`src/rtl/datapath_ctrl_pkg.sv`:
```
// rtl/datapath_ctrl_pkg.sv - shared encodings for the datapath instruction sequencer
package datapath_ctrl_pkg;

    // Sequencer states, 3-bit encoding
    typedef enum logic [2:0] {
        S_WAIT      = 3'd0,
        S_DECODE    = 3'd1,
        S_GET_A     = 3'd2,
        S_GET_B     = 3'd3,
        S_EXEC      = 3'd4,
        S_WRITE_RD  = 3'd5,
        S_WRITE_IMM = 3'd6
    } state_e;

    // Instruction classes produced by the decoder
    typedef enum logic [2:0] {
        CLS_NONE    = 3'd0,
        CLS_MOV_IMM = 3'd1,
        CLS_MOV_REG = 3'd2,
        CLS_ADD     = 3'd3,
        CLS_CMP     = 3'd4,
        CLS_AND     = 3'd5,
        CLS_MVN     = 3'd6
    } instr_cls_e;

    // ALU operation codes driven onto ALUop
    typedef enum logic [1:0] {
        ALU_ADD  = 2'b00,
        ALU_SUB  = 2'b01,
        ALU_AND  = 2'b10,
        ALU_NOTB = 2'b11
    } alu_op_e;

    // Shifter codes driven onto shift
    typedef enum logic [1:0] {
        SH_NONE = 2'b00,
        SH_LSL1 = 2'b01,
        SH_LSR1 = 2'b10,
        SH_ASR1 = 2'b11
    } shift_e;

    // Opcode / op field values
    localparam logic [2:0] OPC_MOV    = 3'b110;
    localparam logic [2:0] OPC_ALU    = 3'b101;
    localparam logic [1:0] OP_MOV_IMM = 2'b10;
    localparam logic [1:0] OP_MOV_REG = 2'b00;
    localparam logic [1:0] OP_ADD     = 2'b00;
    localparam logic [1:0] OP_CMP     = 2'b01;
    localparam logic [1:0] OP_AND     = 2'b10;
    localparam logic [1:0] OP_MVN     = 2'b11;

endpackage

```
`src/rtl/datapath_ctrl_instr_dec.sv`:
```
// rtl/datapath_ctrl_instr_dec.sv - combinational field split and class decode of the instruction register
module instr_dec
    import datapath_ctrl_pkg::*;
(
    input  logic [15:0] ir,
    output logic [2:0]  rn,
    output logic [2:0]  rd,
    output logic [2:0]  rm,
    output logic [1:0]  sh,
    output logic [15:0] imm_ext,
    output instr_cls_e  cls
);

    logic [2:0] opcode;
    logic [1:0] op;

    // Field extraction and sign-extended immediate
    always_comb begin
        opcode  = ir[15:13];
        op      = ir[12:11];
        rn      = ir[10:8];
        rd      = ir[7:5];
        sh      = ir[4:3];
        rm      = ir[2:0];
        imm_ext = {{8{ir[7]}}, ir[7:0]};
    end

    // Map opcode/op to an instruction class; anything else is CLS_NONE
    always_comb begin
        cls = CLS_NONE;
        if (opcode == OPC_MOV) begin
            if (op == OP_MOV_IMM)      cls = CLS_MOV_IMM;
            else if (op == OP_MOV_REG) cls = CLS_MOV_REG;
        end else if (opcode == OPC_ALU) begin
            case (op)
                OP_ADD:  cls = CLS_ADD;
                OP_CMP:  cls = CLS_CMP;
                OP_AND:  cls = CLS_AND;
                default: cls = CLS_MVN;
            endcase
        end
    end

endmodule

```
`src/rtl/datapath_ctrl.sv`:
```
// rtl/datapath_ctrl.sv - Moore sequencer that steps the lab datapath through one instruction
module datapath_ctrl
    import datapath_ctrl_pkg::*;
(
    input  logic        clk,
    input  logic        reset,
    input  logic        load_ir,
    input  logic [15:0] instr,
    input  logic        s,
    output logic        w,
    output logic [2:0]  readnum,
    output logic [2:0]  writenum,
    output logic        loada,
    output logic        loadb,
    output logic        loadc,
    output logic        loads,
    output logic        write,
    output logic        asel,
    output logic        bsel,
    output logic        vsel,
    output logic [1:0]  shift,
    output logic [1:0]  ALUop,
    output logic [15:0] datapath_in
);

    state_e      state_q, state_d;
    logic [15:0] ir_q, ir_d;

    logic [2:0]  rn, rd, rm;
    logic [1:0]  sh;
    logic [15:0] imm_ext;
    instr_cls_e  cls;

    instr_dec u_dec (
        .ir      (ir_q),
        .rn      (rn),
        .rd      (rd),
        .rm      (rm),
        .sh      (sh),
        .imm_ext (imm_ext),
        .cls     (cls)
    );

    // State and instruction register; reset abandons any partial instruction
    always_ff @(posedge clk or posedge reset) begin
        if (reset) begin
            state_q <= S_WAIT;
            ir_q    <= 16'h0000;
        end else begin
            state_q <= state_d;
            ir_q    <= ir_d;
        end
    end

    // IR only accepts a new word while idle; requests elsewhere are dropped
    always_comb begin
        ir_d = ir_q;
        if (state_q == S_WAIT && load_ir) ir_d = instr;
    end

    // Next-state sequencing
    always_comb begin
        state_d = S_WAIT;
        case (state_q)
            S_WAIT:      state_d = s ? S_DECODE : S_WAIT;
            S_DECODE: begin
                case (cls)
                    CLS_MOV_IMM:                     state_d = S_WRITE_IMM;
                    CLS_MOV_REG, CLS_MVN:            state_d = S_GET_B;
                    CLS_ADD, CLS_CMP, CLS_AND:       state_d = S_GET_A;
                    default:                         state_d = S_WAIT;
                endcase
            end
            S_GET_A:     state_d = S_GET_B;
            S_GET_B:     state_d = S_EXEC;
            S_EXEC:      state_d = (cls == CLS_CMP) ? S_WAIT : S_WRITE_RD;
            S_WRITE_RD:  state_d = S_WAIT;
            S_WRITE_IMM: state_d = S_WAIT;
            default:     state_d = S_WAIT;
        endcase
    end

    // Control bundle decoded from state and IR only (pure Moore)
    always_comb begin
        w           = 1'b0;
        readnum     = 3'd0;
        writenum    = 3'd0;
        loada       = 1'b0;
        loadb       = 1'b0;
        loadc       = 1'b0;
        loads       = 1'b0;
        write       = 1'b0;
        asel        = 1'b0;
        bsel        = 1'b0;
        vsel        = 1'b0;
        shift       = SH_NONE;
        ALUop       = ALU_ADD;
        datapath_in = imm_ext;
        case (state_q)
            S_WAIT:  w = 1'b1;
            S_GET_A: begin
                readnum = rn;
                loada   = 1'b1;
            end
            S_GET_B: begin
                readnum = rm;
                loadb   = 1'b1;
            end
            S_EXEC: begin
                shift = sh;
                // MOV reg and MVN use a zero A operand so the ALU passes B through
                asel  = (cls == CLS_MOV_REG) || (cls == CLS_MVN);
                case (cls)
                    CLS_CMP: ALUop = ALU_SUB;
                    CLS_AND: ALUop = ALU_AND;
                    CLS_MVN: ALUop = ALU_NOTB;
                    default: ALUop = ALU_ADD;
                endcase
                if (cls == CLS_CMP) loads = 1'b1;
                else                loadc = 1'b1;
            end
            S_WRITE_RD: begin
                writenum = rd;
                write    = 1'b1;
            end
            S_WRITE_IMM: begin
                writenum = rn;
                vsel     = 1'b1;
                write    = 1'b1;
            end
            default: ;
        endcase
    end

endmodule

```
`config.mk`:
```
export PLATFORM = sky130hd
export DESIGN_NAME = datapath_ctrl
export DESIGN_NICKNAME = d
export VERILOG_FILES = /design/src/rtl/datapath_ctrl_pkg.sv /design/src/rtl/datapath_ctrl_instr_dec.sv /design/src/rtl/datapath_ctrl.sv
export SDC_FILE = /design/constraint.sdc
export NUM_CORES = 1
export LEC_CHECK = 0
export CORE_UTILIZATION = 40
export CTS_CLUSTER_DIAMETER = 200
export CTS_CLUSTER_SIZE = 25
export DETAILED_ROUTE_END_ITERATION = 10
export PLACE_DENSITY = 0.76
export SETUP_SLACK_MARGIN = 0.15
export SLEW_MARGIN = 40
export SYNTH_ARGS = -nofsm -noshare
export SYNTH_HDL_FRONTEND = slang
export SYNTH_SLANG_ARGS = --single-unit
```
`constraint.sdc`:
```
create_clock -name clk -period 2.1 [get_ports clk]
set_input_delay 0.315 -clock clk [delete_from_list [all_inputs] [get_ports clk]]
set_output_delay 0.315 -clock clk [all_outputs]
set_load 0.005 [all_outputs]
```
==> reports/results.txt <==
HPWL Detailed = 2150 um
Slowest library cell on the worst path = dfrtp_1
Combinational power share = 0.650
Syn Area/Cell = 10.4 um2
Crit path from = ir_q[12]
Min Tclk post-route = 2.13 ns
Post-Syn Area = 1330 um2
Critical Path Start Type = flop
Starting DRT DRC Count = 24
Final Hold Viols = 0
CP required = 1.78 ns
Top post-synthesis cells by count = 19 x dfrtp_1, 17 x buf_4, 11 x nor2_1
Root Driver = clkbuf_4
Critical Path, Cell by Cell = inv_2 > ha_4 > nand4bb_4 > and2_4 > or2_4 > a21oi_2 > buf_2
Area Overhead vs Synth = 49.2%
Synth warn = 0
Unrepaired setup endpoints after global routing = true
Non-Filler Instances = 230
Yosys top cell area share = 0.358
Die Wd = 59.6 um
Largest cells by area after synthesis = dfrtp_1 36%, buf_4 9.6%, mux2_2 7.6%
Max cap viols = 0
Antenna viol nets, final = 0
First-pass GRT wire length = 4920 um
Final Util = 0.639
Setup crit end kind = output port
Vias post-DR = 1123
Die H = 59.6 um
Biggest area consumer among synthesized cells = dfrtp_1
Placed insts = 214
DRC = 0
Int Pwr = 0.00174 W
Rel. slew slack = 0.533
Net Count, Synth = 151
Syn Inst Count = 128
Final TNS setup = -0.0623 ns
Worst-Margin Slew = 0.697 ns
PD cells = 1400 nW/um2
Flops & latches, synth = 19
Part of the power in the clock network = 0.067
Core area = 3100 um2
Final critical-path share of the clock period = 1.02
GRT Util Overall = 0.189
Via density = 4.88
Final instance area = 1980 um2
Hold_buf cts = 0
Final WS setup = -0.0344 ns
Peak VDD IR = 584 uV
Fillcell total = 260
Layout cell share with drive strength beyond 1 = 0.403
CTS tree = done
Initial Util = 0.428
Count leader, synth = dfrtp_1
Number of port buffers = 53
Placer Congestion = 0.862
Post-synth EDFFs = 0
Net Sw Power = 0.00103 W
Bufs on Longest Clock Path = 2
Nets = 210
N_diodes = 0
Slowest Stage Delay on Critical Path = 0.41 ns
Largest net degree at the start of global routing = 20
Drt first pass iters = 4
Fmax = 0.469 GHz
Number of global-route vias before repair = 1150
Clock skew = 0.00725 ns
Number of clock sinks = 19
FF-to-FF Start = ir_q[12]
Status = finished, violations left
Switching share of power = 0.372
Final setup vio count = 2
CTS clock-pin slew for the worst setup and hold paths = 0.11 ns
Boundary Pins = 55
Worst hold path class = in2async
Fraction of registers with async set or reset after synthesis = 1.00
Max Fanout on Critical Path = 3
Failing checks = setup timing
Area of placed instances = 1800 um2
Most used DFF post-synth = dfrtp_1
Sequential fraction of the synthesis area = 0.358
CTS Buf Count = 3
Data arrival time of the worst path = 1.82 ns
Cell row count = 20
Clk_lat worst skew = 0.30 ns
Max H-tree Level = 1
Final wirelength = 3180 um
Sequential share of power = 0.284
Static leakage = 0.905 nW
Yosys cell types = 40
Crit path kind = reg2out
Max-slew violations = 0
Wirelength per Cell = 13.8 um
Die area = 3560 um2
Antenna violations before repair = 0
GRT overflow = 0
layout by cell type, fill, tap and decap left out, types with 3 or more instances in the layout:
cell type / count
clkdlybuf4s50_1: 36
mux2_2: 9
inv_1: 3
mux2i_1: 3
clkbuf_4: 3
dfrtp_1: 17
o21ai_0: 4
mux2_4: 4
dlygate4sd2_1: 9
nor2b_1: 3
a22oi_1: 3
nor2_1: 9
buf_2: 5
nand2_1: 6
buf_4: 22
kinds of logic after synthesis:
logic type / count (synthesis) / share of synthesized area
other cells: 1 / 0.00282
fa+ha+maj: 3 / 0.0283
buf+inv: 30 / 0.175
mux: 16 / 0.144
xor+xnor: 1 / 0.00659
compound gates: 16 / 0.0885
flops: 19 / 0.358
simple gates: 42 / 0.197
critical path: cells and delay by family, from the launching register on:
kind / cells / cell delay (ns)
fa+ha+maj: 1 / 0.21
simple gates: 3 / 0.59
flops: 1 / 0.41
buf+inv: 2 / 0.21
compound gates: 1 / 0.11
path summary, 6_finish.rpt:
check / cells past startpoint / end / slack [ns]
hold / removal: 2 / ir_q[6] / 0.33
max in group asynchronous: 2 / state_q[1] / 1.40
hold reg to reg: 1 / ir_q[3] / 0.55
setup reg to reg: 11 / state_q[0] / 0.18
min in group clk: 1 / ir_q[3] / 0.55
setup / recovery: 7 / ALUop[1] / -0.03
power by group through the flow:
stage	logic, W	registers [W]	clock network, W
final	0.00180	0.000788	0.000186
after global routing	0.00197	0.000816	0.000207
after CTS	0.00169	0.000768	0.000190
after detailed placement	0.00150	0.000776	0
after global placement	0.00145	0.000762	0
after floorplan	0.00116	0.000682	0
metal layers:
| metal | global-route usage | wire (um) |
|---|---|---|
| met1 | 0.219 | 1400 |
| met2 | 0.342 | 1580 |
| met3 | 0.0262 | 154 |
| met4 | 0.0897 | 44 |
| met5 | 0 | 0 |
stage by stage:
stage | setup WS [ns] | hold slack (ns) | power (W)
6_report | -0.0344 | 0.329 | 0.00278
2_1_floorplan | 0.335 | 0.266 | 0.00184
5_1_grt | -0.113 | 0.375 | 0.00299
4_1_cts | -0.0338 | 0.447 | 0.00265
3_5_place_dp | -0.177 | 0.524 | 0.00228
3_3_place_gp | -0.127 | 0.516 | 0.00222
cell type report:
type / instances / area [um2] / area share
Multi-Input combinational cell: 79 / 719 / 0.363
Timing Repair Buffer: 77 / 674 / 0.340
Sequential cell: 19 / 478 / 0.241
Tap cell: 44 / 55.1 / 0.0278
Inverter: 7 / 28.8 / 0.0145
Clock buffer: 3 / 22.5 / 0.0114
Clock inverter: 1 / 5.00 / 0.00252
flip-flops by register name, indices dropped and copies added (netlist names):
signal	cells
ir_q	16
state_q	3
what timing repair did:
| action | in CTS | in global routing |
|---|---|---|
| setup endpoints to repair | 18 | 9 |
| gates cloned | 0 | 0 |
| buffers inserted | 10 | 2 |
| gates resized for setup | 50 | 13 |
| pin swaps | 11 | 6 |
Power figures use the tool's default switching activity.
==> variant (same settings) <==
Re-encode `state_e` (7 states) as one-hot, 7 bits wide.
--- a/src/rtl/datapath_ctrl_pkg.sv
+++ b/src/rtl/datapath_ctrl_pkg.sv
@@ -4,10 +4,10 @@
     // Sequencer states, 3-bit encoding
-    typedef enum logic [2:0] {
-        S_WAIT      = 3'd0,
-        S_DECODE    = 3'd1,
-        S_GET_A     = 3'd2,
-        S_GET_B     = 3'd3,
-        S_EXEC      = 3'd4,
-        S_WRITE_RD  = 3'd5,
-        S_WRITE_IMM = 3'd6
+    typedef enum logic [6:0] {
+        S_WAIT      = 7'b0000001,
+        S_DECODE    = 7'b0000010,
+        S_GET_A     = 7'b0000100,
+        S_GET_B     = 7'b0001000,
+        S_EXEC      = 7'b0010000,
+        S_WRITE_RD  = 7'b0100000,
+        S_WRITE_IMM = 7'b1000000
     } state_e;
Formal check against the unedited RTL: same outputs for any inputs over 10 cycles, from zero or initial values and one cycle with reset high; not proved beyond that.
==> variant against the original RTL <==
The flow still finishes with violations (setup timing); highest routed layer unchanged; combinational power rose by 14%; sequential cell count grew 4; first-iteration DRC count increased to 3.6 times the old value; core utilization increased by 5.4 points; synthesized area up 13%; sequential share of layout area down 0.091 points; design area rose by 21%; critical endpoint is now readnum[1]; worst hold slack better by 22 ps; worst setup slack got worse by 41 ps; critical path type unchanged; non-clock buffer count increased by 11; total power rose by 14%; final cell count up 13%; wire length up 39%.
==> variant: results (changes against the original RTL) <==
NumNets Final=239 (was 210); All-Layer GR Usage=21.4% (was 18.9%); number of global-route vias before repair=1398 (was 1150); post-synthesis mux area share=15.2% (was 14.4%); layout cells sized above 1=47.0% (was 40.3%); Detailed Route WL=4410 µm (was 3180 µm); Synth top area share=36.8% (was 35.8%); final worst setup slack=-75.2 ps (was -34.4 ps); met3 Use GR=1.63% (was 2.62%); Non-clk bufs=88 (was 77); slowest CP cell=or3_4 (was dfrtp_1); first-pass GRT wire length=6660 µm (was 4920 µm); drt via density=5.24 (was 4.88); Worst VDD drop=0.000717 V (was 0.000584 V); clock buf count=3 (unchanged); Routability Congestion=0.856 (was 0.862); Worst-path clk slew=90 ps (was 110 ps); multi-input gates=94 (was 79); violated checks=setup timing (unchanged); GR Layer Usage met2=37.1% (was 34.2%); Netlist cell types=43 (was 40); post-CTS resize count=87 (was 50); Critical Path AT=1860 ps (was 1820 ps); power share of the clock group=9.0% (was 6.7%); Setup-failing EPs final=4 (was 2); largest net degree at the start of global routing=14 (was 20); root buf cell=clkbuf_8 (was clkbuf_4); multi-input combinational area share=39.1% (was 36.3%); Compound-Gate Fraction of Synth Area=10.0% (was 8.85%); status=finished, violations left (unchanged); Largest regs=ir_q x16, state_q x7 (was ir_q x16, state_q x3); post-DP HPWL=2730 µm (was 2150 µm); buffering overhead=31.6% (was 34.0%); 1st-iter DRT viols=86 (was 24); leakage power=1.09 nW (was 0.905 nW); clock network area share=1.93% (was 1.39%); metal2 WL=2350 µm (was 1580 µm); Adder-Cell Fraction of Synth Area=2.51% (was 2.82%); Area contributors post-synth=dfrtp_1 (37%), mux2_4 (10%), buf_4 (8.5%), mux2_2 (4.5%), nor2_1 (3.8%) (was dfrtp_1 (36%), buf_4 (9.6%), mux2_2 (7.6%), mux2_4 (4.5%), nor2_1 (3.1%)); worst clock skew=4.67 ps (was 7.25 ps); Worst-Skew Late Latency=270 ps (was 300 ps); setup bufs post-CTS=6 (was 10); Seq cells=23 (was 19); Critical Path Fanout Max=5 (was 3); top routing layer in use=met4 (unchanged); WL met1=1830 µm (was 1400 µm); Logic inverters=6 (was 7); Syn Nets=167 (was 151); sw frac=36.7% (was 37.2%); post-synthesis sequential area ratio=38.5% (was 35.8%); FF/Latch Area=577 µm² (was 478 µm²); Post-Synth XOR/XNOR Area=1.17% (was 0.659%); fillcell total=275 (was 260); Commonest cells post-synth=dfrtp_1 (22), buf_4 (17), nor2_1 (15), mux2_4 (10), nor2b_1 (7) (was dfrtp_1 (19), buf_4 (17), nor2_1 (11), mux2_2 (9))
-- variant: changes by cell type after synthesis, moves of 4 or more --
cell	before	now
a21oi_1	0	5
mux2_4	4	10
nand2_1	7	3
nor2_1	11	15
o21ai_0	5	0
-- variant: critical path, delay by kind of cell (launching register included) --
kind / cells / cell delay [ps]
DFF: 1 / 390
and+or+nand+nor: 3 / 900
buffers and inverters: 2 / 290
-- variant: stage by stage --
stage                     instances  setup slack (ps)  cell area [µm²]  TNS, ps  util [%]
after floorplan                 144               291             1500        0         -
after global placement          246              -137             2100     -438      60.6
after detailed placement        246              -183             2100     -764      60.6
after CTS                       257             -28.4             2280    -68.9      65.6
after global routing            261             -95.3             2400     -325      69.3
final                           261             -75.2             2400     -207      69.3
-- variant: worst paths after layout --
check	from	to	slack, ps	cells after the start
worst max-delay path	state_q[6]$_DFF_PP0_	readnum[1]	-80	5
worst min-delay path	reset	ir_q[12]$_DFFE_PP0P_	350	2
worst max register to register	state_q[0]$_DFF_PP1_	ir_q[14]$_DFFE_PP0P_	140	6
worst min register to register	ir_q[11]$_DFFE_PP0P_	ir_q[11]$_DFFE_PP0P_	550	1
max in group asynchronous	reset	state_q[5]$_DFF_PP0_	1210	3
min in group clk	ir_q[11]$_DFFE_PP0P_	ir_q[11]$_DFFE_PP0P_	550	1
-- variant: power by group through the flow --
| stage | registers (mW) | logic, mW | clock network [mW] |
|---|---|---|---|
| 6_report | 0.842 | 2.05 | 0.284 |
| 5_1_grt | 0.872 | 2.17 | 0.308 |
| 4_1_cts | 0.819 | 1.78 | 0.286 |
| 3_5_place_dp | 0.812 | 1.49 | 0 |
| 3_3_place_gp | 0.804 | 1.46 | 0 |
| 2_1_floorplan | 0.782 | 0.987 | 0 |
